[config.mk]
export PLATFORM = sky130hd
export DESIGN_NAME = bcd_binary_seq
export DESIGN_NICKNAME = d
export VERILOG_FILES = /design/src/rtl/bcd_binary_seq.sv
export SDC_FILE = /design/constraint.sdc
export NUM_CORES = 1
export LEC_CHECK = 0
export CORE_AREA = 2 2 104 56
export DETAILED_ROUTE_END_ITERATION = 16
export DIE_AREA = 0 0 106 58
export PLACE_DENSITY = 0.53
export SLEW_MARGIN = 20
export SYNTH_ARGS = -nofsm -noshare
export SYNTH_HDL_FRONTEND = slang
export SYNTH_SLANG_ARGS = --single-unit
[constraint.sdc]
create_clock -name clk -period 1.59 [get_ports clk]
set_input_delay 0.318 -clock clk [delete_from_list [all_inputs] [get_ports clk]]
set_output_delay 0.318 -clock clk [all_outputs]
set_load 0.01 [all_outputs]
[src/rtl/bcd_binary_seq.sv]
`default_nettype none
// ============================================================================
//  Module   : bcd_binary_seq
//  Function : Multi-cycle BCD-to-binary converter (reverse double-dabble).
//             Optional digit validation enabled by defining BCD_BIN_ERR_EN.
//  Revision : 1.0  initial release
// ============================================================================
module bcd_binary_seq #(
  parameter int DIGITS = 3,
  parameter int BIN_W  = 10
) (
  input  logic                  clk,
  input  logic                  rst_n,
  input  logic                  start,
  input  logic [4*DIGITS-1:0]   bcd_in,
  output logic                  busy,
  output logic                  done,
  output logic [BIN_W-1:0]      binary_out,
  output logic                  err
);

  localparam int BCD_W = 4 * DIGITS;
  localparam int SR_W  = BCD_W + BIN_W;
  localparam int CNT_W = $clog2(BIN_W + 1);
  localparam logic [CNT_W-1:0] LAST_CNT = CNT_W'(BIN_W - 1);

  typedef enum logic [1:0] {
    S_IDLE  = 2'd0,
    S_SHIFT = 2'd1,
    S_DONE  = 2'd2
  } state_t;

  state_t             state_q, state_d;
  logic [SR_W-1:0]    sr_q, sr_d;
  logic [CNT_W-1:0]   cnt_q, cnt_d;
  logic [BIN_W-1:0]   bin_q, bin_d;
  logic               err_q, err_d;
  logic [SR_W-1:0]    shift_val;
  logic               bad_digit;

  // Shift right, then pull each BCD digit that reached >= 8 back down by 3.
  always_comb begin
    shift_val = sr_q >> 1;
    for (int d = 0; d < DIGITS; d++) begin
      if (shift_val[BIN_W+4*d +: 4] >= 4'd8) begin
        shift_val[BIN_W+4*d +: 4] = shift_val[BIN_W+4*d +: 4] - 4'd3;
      end
    end
  end

`ifdef BCD_BIN_ERR_EN
  always_comb begin
    bad_digit = 1'b0;
    for (int d = 0; d < DIGITS; d++) begin
      if (bcd_in[4*d +: 4] > 4'd9) begin
        bad_digit = 1'b1;
      end
    end
  end
`else
  assign bad_digit = 1'b0;
`endif

  always_comb begin
    state_d = state_q;
    sr_d    = sr_q;
    cnt_d   = cnt_q;
    bin_d   = bin_q;
    err_d   = err_q;
    case (state_q)
      S_IDLE: begin
        if (start) begin
          if (bad_digit) begin
            bin_d   = '0;
            err_d   = 1'b1;
            state_d = S_DONE;
          end else begin
            sr_d    = {bcd_in, {BIN_W{1'b0}}};
            cnt_d   = '0;
            state_d = S_SHIFT;
          end
        end
      end
      S_SHIFT: begin
        sr_d  = shift_val;
        cnt_d = cnt_q + CNT_W'(1);
        if (cnt_q == LAST_CNT) begin
          bin_d   = shift_val[BIN_W-1:0];
          err_d   = 1'b0;
          state_d = S_DONE;
        end
      end
      S_DONE:  state_d = S_IDLE;
      default: state_d = S_IDLE;
    endcase
  end

  always_ff @(posedge clk or negedge rst_n) begin
    if (!rst_n) begin
      state_q <= S_IDLE;
      sr_q    <= '0;
      cnt_q   <= '0;
      bin_q   <= '0;
      err_q   <= 1'b0;
    end else begin
      state_q <= state_d;
      sr_q    <= sr_d;
      cnt_q   <= cnt_d;
      bin_q   <= bin_d;
      err_q   <= err_d;
    end
  end

  assign busy       = (state_q != S_IDLE);
  assign done       = (state_q == S_DONE);
  assign binary_out = bin_q;
  assign err        = err_q;

endmodule
`default_nettype wire

After elaboration in Yosys (flattened, before gate mapping)
Cells that the tools add are included.
{"block": "word_totals", "reg_bits": 38, "inputBits": 15, "output_inout_bits": 13, "word_cells": 32}
{"block": "classes", "n_addsub": 4, "magnitude_cmp": 3, "n_eq_ne": 5, "muxes": 10, "n_reduce_logical": 6}
{"operator": "$pmux W22 S2", "n": 1}
{"operator": "$mux W22", "n": 1}
{"operator": "$mux W4", "n": 4}
{"operator": "$ge A4 B4 Y1 const B", "n": 2}
{"operator": "$pmux W4 S2", "n": 1}
{"operator": "$sub A4 B2 Y4 const B", "n": 2}
{"operator": "$reduce_and A2 Y1", "n": 3}
{"operator": "$add A4 B1 Y4 const B", "n": 1}
{"operator": "$eq A4 B4 Y1 const B", "n": 1}
{"operator": "$ge A3 B4 Y1 const B", "n": 1}
{"operator": "$mux W2", "n": 2}
{"operator": "$ne A2 B2 Y1 const B", "n": 2}
{"operator": "$pmux W2 S2", "n": 1}
{"operator": "$reduce_bool A2 Y1", "n": 2}
{"operator": "$sub A3 B2 Y4 const B", "n": 1}
{"operator": "$eq A2 B1 Y1 const B", "n": 1}
{"operator": "$eq A2 B2 Y1 const B", "n": 1}
{"operator": "$logic_not A2 Y1", "n": 1}

Longest topological paths before layout
{"block": "logic_depth", "word_depth": 3, "mapped_depth": 6, "ltp_nobuf": 5}

Worst setup path after synthesis
No wires, ideal clock.
{"block": "synth_path", "kind": "reg-to-reg", "from": "register cnt_q[1]", "to": "register bin_q[1], in the netlist binary_out[1]", "setup_ns": 0.125, "t_arrival_ns": 1.297, "required_ns": 1.465, "slack_ns": 0.169, "stages_incl_launch_ff": 7, "n_path_buf": 1, "synth_period_minus_slack_ns": 1.421, "cell_sequence": "dfrtp_1 > inv_1 > ha_1 > nand2_1 > nor3_2 > buf_4 > mux2_2"}
{"block": "synth_via", "elab_chain_cells": 2}
{"element": "start: declaration", "line": "35", "source": "logic [CNT_W-1:0] cnt_q, cnt_d;"}
{"element": "start signal: assignment", "line": "108", "source": "cnt_q <= cnt_d;"}
{"element": "$eq A4 B4 Y1", "line": "87", "source": "if (cnt_q == LAST_CNT) begin"}
{"element": "$reduce_and A2 Y1 (no source line)"}
{"element": "end signal: assignment", "line": "109", "source": "bin_q <= bin_d;"}
{"element": "end: declaration", "line": "36", "source": "logic [BIN_W-1:0] bin_q, bin_d;"}
Every way passes these cells.
A chain may end at the register's enable or synchronous reset.

Final worst setup path
{"block": "layout_path", "from": "register state_q[1]", "to": "register bin_q[9], in the netlist binary_out[9]"}
{"block": "layout_via", "elab_chain_cells": 2}
{"element": "start: declaration", "line": "33", "source": "state_t state_q, state_d;"}
{"element": "start signal: assignment", "line": "106", "source": "state_q <= state_d;"}
{"element": "$eq A2 B1 Y1", "line": "70", "source": "case (state_q)"}
{"element": "$reduce_and A2 Y1 (no source line)"}
Every way passes these cells.

==> parameters.txt <==
Parameter                              Value

Timing
  Finish-stage setup viols ... 0
  Unrepaired setup endpoints after global routing ... true
  Max Fclk ... 651 MHz
  Clock skew after layout ... 0.00474 ns
  Final hold slack ... about 0.40 ns
  Max Transition Viols Final ... 0
  Setup TNS ... 0 ns
  Shortest period the worst path allows ... 1.54 ns
  Post-route clock period utilization ... 0.965
  Hold violation total from the final report ... 0

Critical path
  Arrival time reported for the critical path endpoint ... around 1.7 ns
  Worst Path Required ... 1.77 ns
  Most repeated library cell on the critical path ... sky130_fd_sc_hd__buf_6
  Start-to-end type of the worst setup path ... flop to flop
  Startpoint class of the critical path ... flop
  Maximum fanout along the worst path ... 5
  Slowest stage delay, CP ... 0.44 ns
  Cell with the largest stage delay on the worst path ... sky130_fd_sc_hd__dfrtp_2
  Crit-path cells ... buf_6, nand2b_4, nor3_4, buf_6, mux2_2
  Kind of capture point of the worst setup path ... flop

Floorplan
  Starting density of the core ... 0.329
  Vertical die dimension ... 58 µm
  Die area ... about 6000 µm²
  Area inside the core boundary ... ~5300 µm²
  Die W ... between 100 and 150 µm
  IO Pins ... 28
  Count of standard-cell rows ... 19

Clocking
  Library cell used as clock root buffer ... sky130_fd_sc_hd__clkbuf_8
  Clock tree from TritonCTS ... done
  Number of levels in the clock H-tree ... 2
  Clock transition at the register clock pins on the worst setup and hold paths after CTS ... 0.08 ns
  Clock latency at the later pin of the worst-skew pair ... 0.29 ns
  Maximum clock insertion buffer count ... 2
  CTS Buf Count ... 5
  Clk sink count ... 37

Power and ir drop
  Switching component of the power ... 1660 µW
  Clock power share ... 0.142
  Internal power contribution ... 2870 µW
  Fraction of power spent switching nets ... 0.366
  Worst voltage drop across the vdd grid ... 850 µV
  PD cells ... 1920 nW/µm²
  Static Leak ... 0.00105 µW
  Comb power frac ... 0.469
  Sequential Power Share ... 0.389

Routing
  Total DRC errors in the routed layout ... 0
  Remaining antenna violation count after routing ... 0
  Vias/cell ... 4.89
  Average wire per cell in the routed design ... between 15 and 20 µm
  Routed vias ... approximately 1300
  Violation count after the first detailed-route iteration ... 53
  First-pass iteration count of the detailed router ... 4
  Sum of routed wire length over all layers ... approximately 4.3 mm

Placement
  Global placement routability congestion ... between 0.8 and 0.9
  Post-detail-place hpwl ... 3.02 mm
  Port buffer count ... 26

Global routing
  Via count of the first global-routing pass ... 1410
  Number of antenna violations at the first check in global routing ... 0
  Global-route usage over all layers ... 0.155
  Global-route wire length before repair ... 7.11 mm
  Maximum number of pins on one net before global-route repair ... 38
  Final global-route overflow total ... 0

Synthesis
  Mean Syn Cell Area ... 11.4 µm²
  Yosys synthesis warning count ... 0
  Count of flip-flops with a built-in enable after synthesis ... 0
  Sequential-to-total area share from yosys stat ... 0.536
  Distinct cell type count of the synthesized netlist ... 33
  Seq cells post-synth ... 37
  Mapped Nets ... 173
  Count of mapped cells out of synthesis ... 152
  Main flop type after synthesis ... sky130_fd_sc_hd__dfrtp_1
  Async set or reset register ratio after synthesis ... 1.00
  Post-Syn Area ... 1730 µm²

Layout
  Top library cells by usage in the layout, fill and taps aside ... 35 x sky130_fd_sc_hd__dfrtp_1, 24 x sky130_fd_sc_hd__clkdlybuf4s50_1, 20 x sky130_fd_sc_hd__buf_4
  Final core utilization ... 0.450
  N_diodes ... 0
  Proportion of layout cells with a drive suffix above 1 ... 0.272
  Layout Area Growth over Synthesis ... 37.0%
  Flip-flop and latch area ... 928 µm²
  Area of the multi-input gates ... 747 µm²
  Most common cell after layout, fill and taps aside ... sky130_fd_sc_hd__dfrtp_1
  Fin nets ... 222
  Number of fill cells in the layout ... approximately 490

Min path
  Hold Path Class ... primary input to asynchronous set/reset pin

Job
  Max-cap violations ... 0

Status
  Result of the run ... finished, final reports clean
critical path: cells and delay by family, from the launching register on:
kind	cells	cell delay [ns]
and+or+nand+nor	2	0.36
muxes	1	0.33
DFF	1	0.44
buffers and inverters	2	0.29
area by class of cell:
class	count	area share
multi-input combinational	97	0.316
tap	73	0.0386
timing repair buffer	51	0.202
clock inverter	3	0.00741
inverter	9	0.0143
sequential	37	0.393
clock buffer	5	0.0291
cell families (layout without fill, tap and decap cells):
| logic type | Yosys count | after routing | synth area share |
|---|---|---|---|
| fa+ha+maj | 6 | 6 | 0.0435 |
| other cells | 1 | 1 | 0.00217 |
| simple gates | 25 | 25 | 0.0732 |
| buf+inv | 18 | 68 | 0.0471 |
| flops | 37 | 37 | 0.536 |
| mux | 13 | 13 | 0.0833 |
| xor+xnor | 4 | 4 | 0.0203 |
| compound gates | 48 | 48 | 0.194 |
registers in the layout, summed over array words and instances, names as in the netlist:
| name | cells |
|---|---|
| cnt_q | 4 |
| binary_out | 10 |
| sr_q | 21 |
| state_q | 2 |
layer usage:
metal / track usage / up-vias / wire (µm)
met5: 0 / - / 0
met4: 0.0414 / 0 / 26
met3: 0.0540 / 4 / 241
met2: 0.230 / 32 / 1780
met1: 0.219 / 662 / 2220
li1: - / 647 / -
path summary, 6_finish.rpt:
| path | from | endpoint | slack [ns] | depth (start not counted) |
|---|---|---|---|---|
| min in group clk | binary_out[3] | binary_out[3] | 0.51 | 1 |
| worst max register to register | state_q[1] | binary_out[9] | 0.05 | 5 |
| worst max-delay path | state_q[1] | binary_out[9] | 0.05 | 5 |
| worst min register to register | binary_out[3] | binary_out[3] | 0.51 | 1 |
| worst min-delay path | rst_n | sr_q[15] | 0.40 | 2 |
| max in group asynchronous | rst_n | state_q[0] | 0.99 | 2 |
power by group through the flow:
| stage | clock [µW] | combinational (µW) | sequential, µW |
|---|---|---|---|
| 2_1_floorplan | 0 | 1120 | 1750 |
| 3_3_place_gp | 0 | 1930 | 1740 |
| 3_5_place_dp | 0 | 1980 | 1760 |
| 4_1_cts | 669 | 2040 | 1750 |
| 5_1_grt | 726 | 2370 | 1820 |
| 6_report | 644 | 2130 | 1760 |
stage by stage:
step	std cells	area, µm²	power [µW]	setup slack (ns)
after floorplan	152	1730	2870	0.169
after global placement	259	2180	3670	0.0198
after detailed placement	259	2180	3740	0.0234
after CTS	270	2300	4460	0.0255
after global routing	275	2360	4910	-0.0105
final	275	2360	4530	0.0550
repair_timing:
| item | in CTS | in global routing |
|---|---|---|
| setup buffers | 3 | 4 |
| endpoints found under the setup margin | 2 | 11 |
| pin swaps | 1 | 1 |
| gates resized for setup | 7 | 11 |
| gates cloned | 0 | 1 |
| hold buffers | 0 | 0 |
cells in the mapped netlist, types with 3 or more instances:
cell                       instances  area share
sky130_fd_sc_hd__a21oi_1           8       0.023
sky130_fd_sc_hd__a22o_1            9       0.046
sky130_fd_sc_hd__a31oi_1           4       0.014
sky130_fd_sc_hd__buf_2             5       0.014
sky130_fd_sc_hd__dfrtp_1          37        0.54
sky130_fd_sc_hd__ha_1              6       0.043
sky130_fd_sc_hd__inv_1             8       0.017
sky130_fd_sc_hd__mux2_2           11       0.072
sky130_fd_sc_hd__nand2_1           7       0.015
sky130_fd_sc_hd__nand2b_1          3       0.011
sky130_fd_sc_hd__nor2_1            6       0.013
sky130_fd_sc_hd__nor2b_1           4       0.014
sky130_fd_sc_hd__o21ai_0           5       0.014
sky130_fd_sc_hd__o22ai_1          12       0.043
No activity file was read; power rests on OpenSTA's default activity.
